===== src/rtl/fifo_out_lvl.sv =====
// fifo_out_lvl: first-word-fall-through AXI-Stream FIFO with level reporting.
//
// Parameters
//   OUTW      data width in bits (>= 1)
//   DEPTH     number of entries (>= 2, any value, not only powers of two)
//   AF_THRESH almost-full level (1..DEPTH)
//
// Ports
//   clk             system clock, rising edge
//   reset           asynchronous active-high reset
//   flush           synchronous clear of all stored entries
//   IN_AXIS_*       write side (TDATA, TLAST, TVALID in; TREADY out)
//   OUT_AXIS_*      read side (TDATA, TLAST, TVALID out; TREADY in)
//   count           number of stored entries
//   almost_full     count >= AF_THRESH
//   overflow_err    sticky: a write was attempted while full (reset clears it)
module fifo_out_lvl #(
    parameter int  OUTW      = 24,
    parameter int  DEPTH     = 19,
    parameter int  AF_THRESH = DEPTH - 2,
    localparam int CNTW      = $clog2(DEPTH + 1)
) (
    input  logic            clk,
    input  logic            reset,
    input  logic            flush,
    input  logic [OUTW-1:0] IN_AXIS_TDATA,
    input  logic            IN_AXIS_TLAST,
    input  logic            IN_AXIS_TVALID,
    output logic            IN_AXIS_TREADY,
    output logic [OUTW-1:0] OUT_AXIS_TDATA,
    output logic            OUT_AXIS_TLAST,
    output logic            OUT_AXIS_TVALID,
    input  logic            OUT_AXIS_TREADY,
    output logic [CNTW-1:0] count,
    output logic            almost_full,
    output logic            overflow_err
);

    localparam int PTRW = $clog2(DEPTH);

    // Each entry holds {TLAST, TDATA}.
    logic [OUTW:0]     mem [DEPTH];
    logic [PTRW-1:0]   wr_ptr_reg;
    logic [PTRW-1:0]   rd_ptr_reg;
    logic [CNTW-1:0]   count_reg;
    logic              overflow_reg;
    logic [CNTW-1:0]   count_next;
    logic              wr_en;
    logic              rd_en;
    logic              full;

    // Explicit wrap so a non-power-of-two depth never aliases.
    function automatic logic [PTRW-1:0] bump(input logic [PTRW-1:0] p);
        if (p == PTRW'(DEPTH - 1)) begin
            return '0;
        end
        return p + 1'b1;
    endfunction

    assign full            = (count_reg == CNTW'(DEPTH));
    // Ready depends only on the stored level, never on the consumer side.
    assign IN_AXIS_TREADY  = !full && !flush;
    assign OUT_AXIS_TVALID = (count_reg != '0);
    assign wr_en           = IN_AXIS_TVALID && IN_AXIS_TREADY;
    // A read coinciding with flush is discarded along with everything else.
    assign rd_en           = OUT_AXIS_TVALID && OUT_AXIS_TREADY && !flush;

    // Zero-latency head: the entry at rd_ptr is driven straight out.
    assign {OUT_AXIS_TLAST, OUT_AXIS_TDATA} = mem[rd_ptr_reg];

    assign count        = count_reg;
    assign almost_full  = (count_reg >= CNTW'(AF_THRESH));
    assign overflow_err = overflow_reg;

    always_comb begin
        count_next = count_reg;
        if (wr_en && !rd_en) begin
            count_next = count_reg + 1'b1;
        end else if (rd_en && !wr_en) begin
            count_next = count_reg - 1'b1;
        end
    end

    // Storage is not reset; pointers and count alone define validity.
    always_ff @(posedge clk) begin
        if (wr_en) begin
            mem[wr_ptr_reg] <= {IN_AXIS_TLAST, IN_AXIS_TDATA};
        end
    end

    always_ff @(posedge clk or posedge reset) begin
        if (reset) begin
            wr_ptr_reg   <= '0;
            rd_ptr_reg   <= '0;
            count_reg    <= '0;
            overflow_reg <= 1'b0;
        end else begin
            // Overflow is sticky and deliberately survives flush.
            if (IN_AXIS_TVALID && full) begin
                overflow_reg <= 1'b1;
            end
            if (flush) begin
                wr_ptr_reg <= '0;
                rd_ptr_reg <= '0;
                count_reg  <= '0;
            end else begin
                if (wr_en) begin
                    wr_ptr_reg <= bump(wr_ptr_reg);
                end
                if (rd_en) begin
                    rd_ptr_reg <= bump(rd_ptr_reg);
                end
                count_reg <= count_next;
            end
        end
    end

endmodule


===== config.mk =====
export PLATFORM = sky130hd
export DESIGN_NAME = fifo_out_lvl
export DESIGN_NICKNAME = d
export VERILOG_FILES = /design/src/rtl/fifo_out_lvl.sv
export SDC_FILE = /design/constraint.sdc
export NUM_CORES = 1
export LEC_CHECK = 0
export CORE_ASPECT_RATIO = 1.75
export CORE_MARGIN = 5
export CORE_UTILIZATION = 49
export CTS_CLUSTER_SIZE = 28
export DETAILED_ROUTE_END_ITERATION = 10
export GPL_ROUTABILITY_DRIVEN = 0
export PLACE_DENSITY = 0.66
export SETUP_SLACK_MARGIN = 0.2
export SLEW_MARGIN = 0
export SYNTH_ARGS = -nofsm -noshare
export SYNTH_HDL_FRONTEND = slang
export SYNTH_SLANG_ARGS = --single-unit

===== constraint.sdc =====
create_clock -name clk -period 3.5 [get_ports clk]
set_input_delay 1.05 -clock clk [delete_from_list [all_inputs] [get_ports clk]]
set_output_delay 1.05 -clock clk [all_outputs]
set_load 0.005 [all_outputs]

==> impl_metrics.ini, run 1 <==
[status]
result_of_the_run = finished, violations left
violated_checks = negative setup slack

[sta]
final.period_utilization = 1.04
slew_violations = 0
worst_slew_pin_slew_ns = 0.697
rsz_0062_raised_after_global_routing = yes
setup_viol = 24
final.setup.tns_ns = -1.84
final_period_minus_worst_setup_slack_ns = 3.64
hold_viol_final = 0
finClkSkew_ns = 0.0144
postLayoutSetupSlackWorst_ns = -0.137
maxSlewHeadroom = 0.535
achievable-frequency_mhz = 275

[synthesis]
syn_avg_cell_area_um2 = 20.3
synth_edf_count = 475
synthesis.instances = 947
postSynth.asyncResetShare = 0.0326
dominantRegCellSynth = sky130_fd_sc_hd__edfxtp_1
ys_types = 46
yosys_warnings = 0
synth.ff_latch_count = 491
synth_commonest_cells = sky130_fd_sc_hd__edfxtp_1, sky130_fd_sc_hd__mux4_2, sky130_fd_sc_hd__mux2i_1
synth.yosys.seq_area_share = 0.761
post_synth_instance_area_um2 = 19300
yosysTopAreaCell = sky130_fd_sc_hd__edfxtp_1
synthesis.nets = 988
synth_most_common_cell = sky130_fd_sc_hd__edfxtp_1
share_of_yosys_cell_area_claimed_by_the_top_area_cell_type = 0.740
synthTopCellsByArea = sky130_fd_sc_hd__edfxtp_1, sky130_fd_sc_hd__mux4_2, sky130_fd_sc_hd__mux2i_1, sky130_fd_sc_hd__dfrtp_1, sky130_fd_sc_hd__a21o_1

[pwr]
powerDensity_nw_per_um2 = 640
static-leakage-power_nw = 7.69
worst_ir_drop_vdd_mv = 0.446

[cells_and_area]
area_delta_synth_final_pct = 23.0
largest_register_ff_count = 475
final_layout_size_suffix_gt1_frac = 0.332
largest_register = mem
fin_nets = 1168
antenna_cells = 0
final_area_um2 = 23700

[detailed_routing]
highest_metal_layer_used_by_the_detailed_router = met4
dr_wl_met3_um = 2320
drt-wirelength-per-cell_um = 27.7
via_per_instance_ratio = 6.01
post-route-drc-count = 0
drt_pass1_iterations = 5
m1WireLength_um = 17700
routed-wl-met2_um = 24300
wirelength_um = 45600
route.vias.total = 9906
antenna_left = 0
detailed_route_iter0_violations = 835

[cts]
cts.root.buffer_cell = sky130_fd_sc_hd__clkbuf_16
clk-insertion-delay-late_ns = 0.55
tritoncts_num_sinks = 491
h_tree_depth = 2
cts-root-to-sink-buffers = 3
cts-buffers-inserted = 44
clk_transition_reported_paths_ns = 0.07
post_cts_hold_buffer_count = 0
cts_tree = yes

[global_routing]
vias_in_the_first_global_route = 10300
grt_pass1_wl_um = 67700
largest_net_degree_at_the_start_of_global_routing = 58
grt_antenna_before_repair = 0
global_route.usage.total = 0.211
overflow = 0

[setup_path]
required_ns = 2.45
worst-setup-path-type = reg -> out
end_kind = primary output
critPathLaunchType = flop
critical_path.max_fanout = 7
crit_arrival_ns = 2.59

[placement]
dpl_cell_area_um2 = 21200
port_buffers = 63
detailed_place_hpwl_um = 23100

[job]
max_cap_viol_count = 0

[floorplan]
die_w_um = 160
io-pin-count = 64
num_rows = 96
core_region_area_um2 = 39000
initial_utilization = 0.494
chipHeight_um = 272
floorplan.die_area_um2 = 43600

[worst_hold_path]
hold_wc_path_type = reg -> reg
## metrics by stage
stage / cells / util / power [W] / setup WS, ns / hold slack, ns
finish: 1648 / 0.607 / 0.0152 / -0.137 / 0.458
global route: 1648 / 0.607 / 0.0158 / -0.201 / 0.490
CTS: 1641 / 0.605 / 0.0152 / -0.191 / 0.467
global placement: 1499 / 0.542 / 0.00955 / 0.0929 / 0.443
floorplan: 947 / - / 0.00860 / 0.480 / 0.451
detailed placement: 1499 / 0.542 / 0.00958 / 0.120 / 0.453
## critical path, cell delays in order (launching register included)
cell and delay [ns]:
sky130_fd_sc_hd__dfrtp_4 0.52, sky130_fd_sc_hd__buf_12 0.17, sky130_fd_sc_hd__buf_12 0.13, sky130_fd_sc_hd__buf_12 0.12, sky130_fd_sc_hd__buf_16 0.12, sky130_fd_sc_hd__mux4_2 0.41
sky130_fd_sc_hd__mux2i_1 0.18, sky130_fd_sc_hd__a211oi_2 0.10, sky130_fd_sc_hd__a21o_1 0.16, sky130_fd_sc_hd__buf_2 0.12
## where the power goes
part | leakage [nW] | switching [W] | internal [W]
registers | 4.49 | 0.000101 | 0.00653
logic | 2.54 | 0.00159 | 0.00226
clock network | 0.664 | 0.00205 | 0.00265
total | 7.69 | 0.00374 | 0.0114
## cells in the final DEF (no fill, tap or decap), drive strengths merged, types with 4 or more instances in the layout
master,netlist,routed
clkbuf,26,57
a211oi,25,25
ha,10,10
a21o,30,30
clkinv,1,16
nor2,28,28
a21oi,6,6
o21ai,28,28
inv,7,7
clkdlybuf4s50,0,37
mux4,100,100
buf,26,147
xor2,4,4
dfrtp,16,16
o22ai,25,25
edfxtp,475,475
bufinv,0,4
nand2,42,42
mux2i,55,55
nand3,9,9
## area by class of cell
| type | count | area [um^2] |
|---|---|---|
| inverter | 8 | 30.0 |
| fill | 2716 | 15300 |
| tap | 490 | 613 |
| clock buffer | 56 | 1170 |
| sequential | 491 | 14700 |
| clock inverter | 21 | 200 |
| multi-input combinational | 396 | 4730 |
| timing repair buffer | 186 | 2280 |
## kinds of logic after synthesis
| kind of cell | share of synthesized area |
|---|---|
| compound gates | 0.0448 |
| flops | 0.761 |
| fa+ha+maj | 0.00753 |
| mux | 0.146 |
| xor+xnor | 0.00279 |
| buf+inv | 0.0147 |
| simple gates | 0.0230 |
## path summary, 6_finish.rpt
check | from | to | slack [ns] | cells past startpoint
max | rd_ptr_reg[0]$_DFFE_PP0P_ | OUT_AXIS_TDATA[5] | -0.14 | 9
min | overflow_err$_DFFE_PP0P_ | overflow_err$_DFFE_PP0P_ | 0.46 | 1
max reg2reg | count[0]$_DFFE_PP0P_ | count[4]$_DFFE_PP0P_ | 0.60 | 8
min reg2reg | overflow_err$_DFFE_PP0P_ | overflow_err$_DFFE_PP0P_ | 0.46 | 1
max in group asynchronous | reset | rd_ptr_reg[1]$_DFFE_PP0P_ | 2.06 | 2
min in group asynchronous | reset | count[1]$_DFFE_PP0P_ | 0.92 | 2
## repair_timing
item | CTS | global route
setup endpoints to repair | 25 | 26
buffers inserted | 55 | 7
cloned | 10 | 0
resized for setup | 181 | 14
pin swaps | 38 | 18
## metal layers
layer	up-vias	GRT usage
li1	4259	-
met1	5237	0.272
met2	340	0.376
met3	70	0.0266
met4	0	0.0648
met5	-	0
(Power assumes the default switching activity.)
==> run 2: changes to the inputs <==
Settings changed: PLACE_DENSITY 0.66 to default, PLACE_DENSITY_LB_ADDON from default to 0.05.
==> run 2 against run 1 <==
The flow still finishes with violations (negative setup slack); count of clock-buffer cells in the layout did not move; power fell by 1.8%; die area is the same; design area is 0.48% lower; critical path depth is the same; combinational power decreased by 2%; clock power down 4.3%; critical endpoint is now OUT_AXIS_TDATA[17]; largest cell class unchanged; largest power group unchanged; highest routed layer unchanged.
==> impl_metrics.ini, run 2 (synthesis results as in run 1) <==
[global_routing]
vias_in_the_first_global_route = 10300
grt_antenna_before_repair = 1
global_route.usage.total = 0.212
largest_net_degree_at_the_start_of_global_routing = 61
grt_pass1_wl_um = 67400
overflow = 0

[cts]
clk_transition_reported_paths_ns = 0.07
cts-root-to-sink-buffers = 3
tritoncts_num_sinks = 491
h_tree_depth = 2
cts_tree = yes
clk-insertion-delay-late_ns = 0.55
cts.root.buffer_cell = sky130_fd_sc_hd__clkbuf_16
cts-buffers-inserted = 44

[detailed_routing]
route.vias.total = 9804
post-route-drc-count = 0
drt_pass1_iterations = 5
via_per_instance_ratio = 5.95
drt-wirelength-per-cell_um = 27.7
detailed_route_iter0_violations = 753
antenna_left = 0
wirelength_um = 45600

[status]
violated_checks = negative setup slack
result_of_the_run = finished, violations left

[sta]
hold_viol_final = 0
achievable-frequency_mhz = 269
setup_viol = 24
maxSlewHeadroom = 0.520
worst_slew_pin_slew_ns = 0.718
final.period_utilization = 1.06
final_period_minus_worst_setup_slack_ns = 3.72
finClkSkew_ns = 0.0110
slew_violations = 0
rsz_0062_raised_after_global_routing = yes
postLayoutSetupSlackWorst_ns = -0.223

[worst_hold_path]
hold_wc_path_type = reg -> reg

[setup_path]
end_kind = primary output
crit_arrival_ns = 2.67
crit_buf_inv = 5
crit_family = buffers and inverters
largest_incremental_delay_on_the_critical_path_ns = 0.57
critPathSlowestCell = sky130_fd_sc_hd__dfrtp_4
critical_path.max_fanout = 7
worst-setup-path-type = reg -> out
required_ns = 2.45
critPathLaunchType = flop
critical_path.most_common_cell = sky130_fd_sc_hd__buf_12
worstPathCellList = buf_12 -> buf_12 -> buf_16 -> buf_6 -> mux4_2 -> mux2i_1 -> a211oi_2 -> a21o_1 -> buf_2
timing.reg2reg.setup_slack_ns = 0.60

[placement]
detailed_place_hpwl_um = 25500
port_buffers = 63
dpl_cell_area_um2 = 21300

[floorplan]
core_region_area_um2 = 39000
die_w_um = 160
floorplan.die_area_um2 = 43600
io-pin-count = 64
num_rows = 96
chipHeight_um = 272
initial_utilization = 0.494

[pwr]
powerDensity_nw_per_um2 = 632
static-leakage-power_nw = 7.65
worst_ir_drop_vdd_mv = 0.503

[cells_and_area]
antenna_cells = 0
final_area_um2 = 23600
layout.cells.most_common_list = sky130_fd_sc_hd__edfxtp_1, sky130_fd_sc_hd__mux4_2, sky130_fd_sc_hd__buf_4
commonest_non_fill_non_tap_cell_in_the_layout = sky130_fd_sc_hd__edfxtp_1
fin_nets = 1170
largest_register = mem
postLayoutCoreUtil = 0.604
area_delta_synth_final_pct = 22.4
final_layout_size_suffix_gt1_frac = 0.322
largest_register_ff_count = 475

[job]
max_cap_viol_count = 0
-- run 2: cell count changes in the layout (fill, tap and decap cells not counted), moves of 3 or more --
| cell | change |
|---|---|
| sky130_fd_sc_hd__o22ai_1 | +8 |
| sky130_fd_sc_hd__o22ai_2 | -8 |
| sky130_fd_sc_hd__buf_4 | +5 |
| sky130_fd_sc_hd__buf_6 | -4 |
| sky130_fd_sc_hd__mux2i_2 | -4 |
| sky130_fd_sc_hd__bufinv_16 | -3 |
| sky130_fd_sc_hd__clkbuf_1 | -3 |
| sky130_fd_sc_hd__clkbuf_8 | +3 |
| sky130_fd_sc_hd__mux2i_1 | +3 |
-- run 2: metal layers --
metal / wire (um) / share of wire / track usage
met3: 1580 / 0.035 / 0.0247
met1: 17800 / 0.39 / 0.264
met2: 25100 / 0.55 / 0.393
met5: 0 / 0 / 0
met4: 1130 / 0.025 / 0.0580
-- run 2: power breakdown --
part	leakage, nW	internal (W)	switching, W	total, W
registers	4.49	0.00653	0.000113	0.00664
clock network	0.648	0.00248	0.00202	0.00450
logic	2.52	0.00220	0.00156	0.00376
-- run 2: cell type report --
type	count	area, um^2
multi-input cells	396	4670
repair buffers	188	2290
inverters	8	30.0
clock buffers	56	1200
clock inverters	19	115
fillers	2801	15500
flip-flops and latches	491	14700
well taps	490	613
-- run 2: metrics by stage --
step                setup TNS, ns  power [W]  worst slack, ns  hold slack [ns]  cells
floorplan                       0    0.00860            0.480            0.451    947
global placement                0    0.00969           0.0735            0.443   1519
detailed placement              0    0.00970           0.0764            0.449   1519
CTS                         -3.81     0.0150           -0.256            0.464   1644
global route                -5.31     0.0155           -0.316            0.487   1648
finish                      -3.05     0.0149           -0.223            0.460   1648
-- run 2: path summary, 6_finish.rpt --
kind,startpoint,to,depth (start not counted)
hold / removal,overflow_err$_DFFE_PP0P_,overflow_err$_DFFE_PP0P_,1
setup reg to reg,count[0]$_DFFE_PP0P_,count[4]$_DFFE_PP0P_,8
max in group asynchronous,reset,rd_ptr_reg[0]$_DFFE_PP0P_,2
setup / recovery,rd_ptr_reg[0]$_DFFE_PP0P_,OUT_AXIS_TDATA[17],9
min in group asynchronous,reset,overflow_err$_DFFE_PP0P_,2
hold reg to reg,overflow_err$_DFFE_PP0P_,overflow_err$_DFFE_PP0P_,1
-- run 2: what timing repair did --
action | 4_1_cts | 5_1_grt
hold buffers | 0 | 0
endpoints found under the setup margin | 25 | 25
resized for setup | 164 | 10
setup buffers | 40 | 4
pin swaps | 32 | 13
gates cloned | 10 | 0
==> run 3: changes to the inputs <==
Settings changed: SLEW_MARGIN 0 to 20.
==> results of run 3 <==
Final layout, timing and power as in run 2 (identical DEF).
==> edit 1, RTL diff (flow settings as in run 2) <==
Set the parameter `DEPTH` to 38 (it was 19).
--- a/src/rtl/fifo_out_lvl.sv
+++ b/src/rtl/fifo_out_lvl.sv
@@ -16,7 +16,7 @@
 //   overflow_err    sticky: a write was attempted while full (reset clears it)
 module fifo_out_lvl #(
     parameter int  OUTW      = 24,
-    parameter int  DEPTH     = 19,
+    parameter int  DEPTH     = 38,
     parameter int  AF_THRESH = DEPTH - 2,
     localparam int CNTW      = $clog2(DEPTH + 1)
 ) (
Ports: changed (resized count); port bits go from 64 to 65. No check against the original RTL was run, so the function may have changed too.
==> edit 1 against run 2 <==
- the flow still finishes with violations (negative setup slack)
- area after synthesis increased by 95%
- critical path type unchanged
- largest cell class unchanged
- cell area increased by 98%
- clock power increased by 100%
- total power increased by 85%
- sequential cell count increased by 478
- clock skew increased by 8.8 ps
- worst setup slack got worse by 320 ps
- wire length increased by 120%
- non-clock buffer count increased by 167
- critical path depth unchanged
- maximum frequency decreased by 7.8%
- die area increased by 89%
==> edit 1: results (changes against run 2) <==
cts_resized: 377  # +130%
synthArstFlopShare_pct: 1.96  # -1.3 points
ys_types: 50  # +8.7%
worst_slew_pin_slew_ps: 920  # +202 ps
setup_viol: 25  # +4.2%
detail_route.wirelength_mm: 98.5  # +120%
first_pass_iters: 7  # +2
violations: "negative setup slack"
finalSetupTns_ps: -11550  # -8510 ps
buffer_area_share_pct: 9.46  # -0.23 points
cts_sinks: 969  # +97%
skew_ps: 19.8  # +8.78 ps
grt_pass1_wl_mm: 145  # +120%
synth_enable_flop_cells: 950  # +100%
drtIter0Drc: 1558  # +110%
route.met2.wl_mm: 53.9  # +120%
r2r_slack_ps: 400  # -200 ps
fin_ws_ps: -539  # -316 ps
status: "finished with violations"
grtUsageMet2_pct: 44.3  # +5.0 points
seq-cell-share_pct: 62.2  # about the same
grt_use_total_pct: 24.4  # +3.2 points
nClkBuffers: 110  # +96%
multi_input_area_share_pct: 19.8  # -0.030 points
clkLatencyLatePin_ps: 670  # +120 ps
grt_max_degree: 53  # -13%
nNetsFinal: 2262  # +93%
edit 1: per-stage QoR:
| stage | setup WS, ps | cell area (um2) | hold slack [ps] |
|---|---|---|---|
| 6_report | -539 | 46600 | 473 |
| 5_1_grt | -621 | 46600 | 516 |
| 4_1_cts | -646 | 46400 | 473 |
| 3_5_place_dp | -651 | 41400 | 452 |
| 3_3_place_gp | -667 | 41400 | 460 |
| 2_1_floorplan | 37.6 | 37600 | 451 |
edit 1: cell families (layout without fill, tap and decap cells):
kind of cell | after synthesis | after routing | share of synthesized area (%)
fa+ha+maj | 9 | 9 | 0.320
buf+inv | 114 | 521 | 1.34
compound gates | 237 | 237 | 4.46
simple gates | 222 | 222 | 2.67
flops | 969 | 969 | 77.2
mux | 329 | 329 | 13.8
xor+xnor | 6 | 6 | 0.160
edit 1: power breakdown:
| group | internal [mW] | switching (mW) |
|---|---|---|
| registers | 12.8 | 0.0888 |
| clock network | 5.05 | 4.13 |
| logic | 2.95 | 2.54 |
==> edit 2, RTL diff (settings of run 2) <==
Without the edit above. Make the reset (`reset`) synchronous in one clocked block. Comments in the files are not updated.
--- a/src/rtl/fifo_out_lvl.sv
+++ b/src/rtl/fifo_out_lvl.sv
@@ -88,7 +88,7 @@
         end
     end
 
-    always_ff @(posedge clk or posedge reset) begin
+    always_ff @(posedge clk) begin
         if (reset) begin
             wr_ptr_reg   <= '0;
             rd_ptr_reg   <= '0;
Check against the original RTL: differs if reset is asserted again (counterexample within 4 cycles, from zero or initial values and one cycle with reset high); with reset held inactive, the same outputs for 4 cycles.
==> edit 2 against run 2 <==
- the run still ends with negative setup slack left
- cell area fell by 1.0%
- wire length fell by 3.7%
- highest routed layer unchanged
- die area rose by 0.47%
- area after synthesis rose by 0.49%
- via count fell by 3.6%
- sequential cell count rose by 5
- global-route usage fell by 0.78 points
- worst setup slack improved by 110 ps
- critical path depth fell by 1
Power is not compared: it rests on default switching activity, and its combinational part moved more than twofold at a synthesized area within 25%.
==> edit 2: results (changes against run 2) <==
status: "finished with violations"
violations: "negative setup slack"
ys_types: 48  # +4.3%
largest-register: "mem"
p_switching_mw: 2.28
grt_max_degree: 31  # -49%
r2r_slack_ps: 750  # +150 ps
nNetsFinal: 1157  # -1.1%
synth_top_cells_by_count: "edfxtp_1 (475), mux4_2 (74), mux2i_1 (55), nand2_1 (34), nor2_1 (30)"
nFillCells: 2951  # +5.4%
dp_cells: 1521  # +0.13%
timing.rr.start: "count[0]"
hold_end: "overflow_err"
first_pass_iters: 5  # unchanged
r2r-end: "count[4]"
grt_use_total_pct: 20.4  # -0.78 points
ys.flop_type: "edfxtp_1"
crit_arrival_ps: 2560  # -110 ps
skew_ps: 10.5  # -0.496 ps
grt_pass1_vias: 10300  # -0.45%
pre_cts_ws_ps: -15.7  # -92.1 ps
synth_seq_area_share_pct: 75.8  # -0.27 points
detail_route.wirelength_mm: 43.9  # -3.7%
power_leakage_nw: 7.37
setup_viol: 20  # -17%
largest_reg_flops: 475  # unchanged
vias: 9448  # -3.6%
synthTopCellsByArea: "edfxtp_1 (74%), mux4_2 (8.6%), mux4_1 (3.5%), mux2i_1 (2.8%), dfxtp_1 (2.2%)"
hold_depth: 2  # +1
dpl-instance-area_um2: 21300  # -0.12%
fin_ws_ps: -113  # +110 ps
reg2regPathDepth: 9  # +1
syn_inst: 937  # -1.1%
antenna_found_initial: 0  # -1
drive_gt1_share_pct: 33.8  # +1.6 points
synthArstFlopShare_pct: 0  # -3.3 points
synth_nets: 978  # -1.0%
vias_per_cell: 5.76  # -3.2%
clockBufferDepth: 3  # unchanged
min-delay-start: "overflow_err"
synth_enable_flop_cells: 475  # unchanged
grt_overflow: 0  # unchanged
hpwl_mm: 26.2  # +3.0%
relSlewSlack_pct: 53.3  # +1.4 points
drtIter0Drc: 695  # -7.7%
ys_warn_count: 0  # unchanged
grt_pass1_wl_mm: 65.9  # -2.2%
cts.reportedPaths.clkPinSlew_ps: 70  # about the same
-- edit 2: changes by cell type after synthesis, sizes merged, moves of 8 or more --
cell | before | now
dfxtp | 0 | 21
a21o | 30 | 2
nand2 | 42 | 34
a22oi | 0 | 25
o21ai | 28 | 53
a211oi | 25 | 2
o22ai | 25 | 0
mux2 | 1 | 25
dfrtp | 16 | 0
-- edit 2: power groups by stage --
stage | Sequential [mW] | Combinational (mW) | Clock [mW]
after global placement | 6.66 | 0.334 | 0
after CTS | 6.53 | 0.349 | 4.80
after floorplan | 6.66 | 0.138 | 0
after global routing | 6.53 | 0.378 | 5.04
after detailed placement | 6.66 | 0.339 | 0
final | 6.53 | 0.344 | 4.69
-- edit 2: logic make-up (layout without fill, tap and decap cells) --
| group | Yosys count | count (layout) | synth area share [%] |
|---|---|---|---|
| AO/OA/AOI/OAI | 96 | 96 | 3.05 |
| adder cells (fa/ha/maj) | 11 | 11 | 0.749 |
| buffers and inverters | 59 | 273 | 1.54 |
| XOR/XNOR | 9 | 9 | 0.407 |
| AND/OR/NAND/NOR | 86 | 86 | 2.00 |
| flip-flops | 496 | 496 | 75.8 |
| multiplexers | 180 | 180 | 16.4 |
-- edit 2: cell type report --
type / count / area (um2) / area share, %
clock inverter: 23 / 171 / 0.734
clock buffer: 58 / 1230 / 5.25
tap: 490 / 613 / 2.63
inverter: 10 / 37.5 / 0.161
sequential: 496 / 14700 / 63.0
timing repair buffer: 182 / 1910 / 8.16
multi-input combinational: 382 / 4690 / 20.1
-- edit 2: worst max path at each step --
| stage | from | endpoint | slack, ps |
|---|---|---|---|
| after floorplan | flush | mem[12][0] | 210 |
| after global placement | register | OUT_AXIS_TDATA[4] | -1 |
| after detailed placement | register | OUT_AXIS_TDATA[4] | -20 |
| after CTS | register | OUT_AXIS_TDATA[15] | -160 |
| after global routing | register | OUT_AXIS_TDATA[16] | -220 |
| final | register | OUT_AXIS_TDATA[18] | -110 |
-- edit 2: what timing repair did --
action / CTS / global route
endpoints found under the setup margin: 28 / 26
cloned: 5 / 0
gates resized for setup: 201 / 9
buffers inserted: 31 / 3
pin swaps: 23 / 0
endpoints found under the hold margin: 0 / 0
-- edit 2: worst max-delay path: stages (launching register included) --
cell and delay (ps):
dfxtp_4 460, buf_12 140, buf_12 100, buf_16 120
mux4_2 490, mux2_4 300, a22oi_2 170, o21ai_1 90
buf_2 140
-- edit 2: layer usage --
layer / track usage, % / routed length (um)
met4: 5.53 / 1090
met5: 0 / 0
met2: 38.1 / 24300
met1: 25.2 / 17400
met3: 2.28 / 1230
-- edit 2: through the flow --
step / TNS, ps / hold WS [ps]
after CTS: -2410 / 499
after floorplan: 0 / 461
final: -1560 / 494
after detailed placement: -15.7 / 483
after global routing: -4000 / 529
after global placement: -1.32 / 466
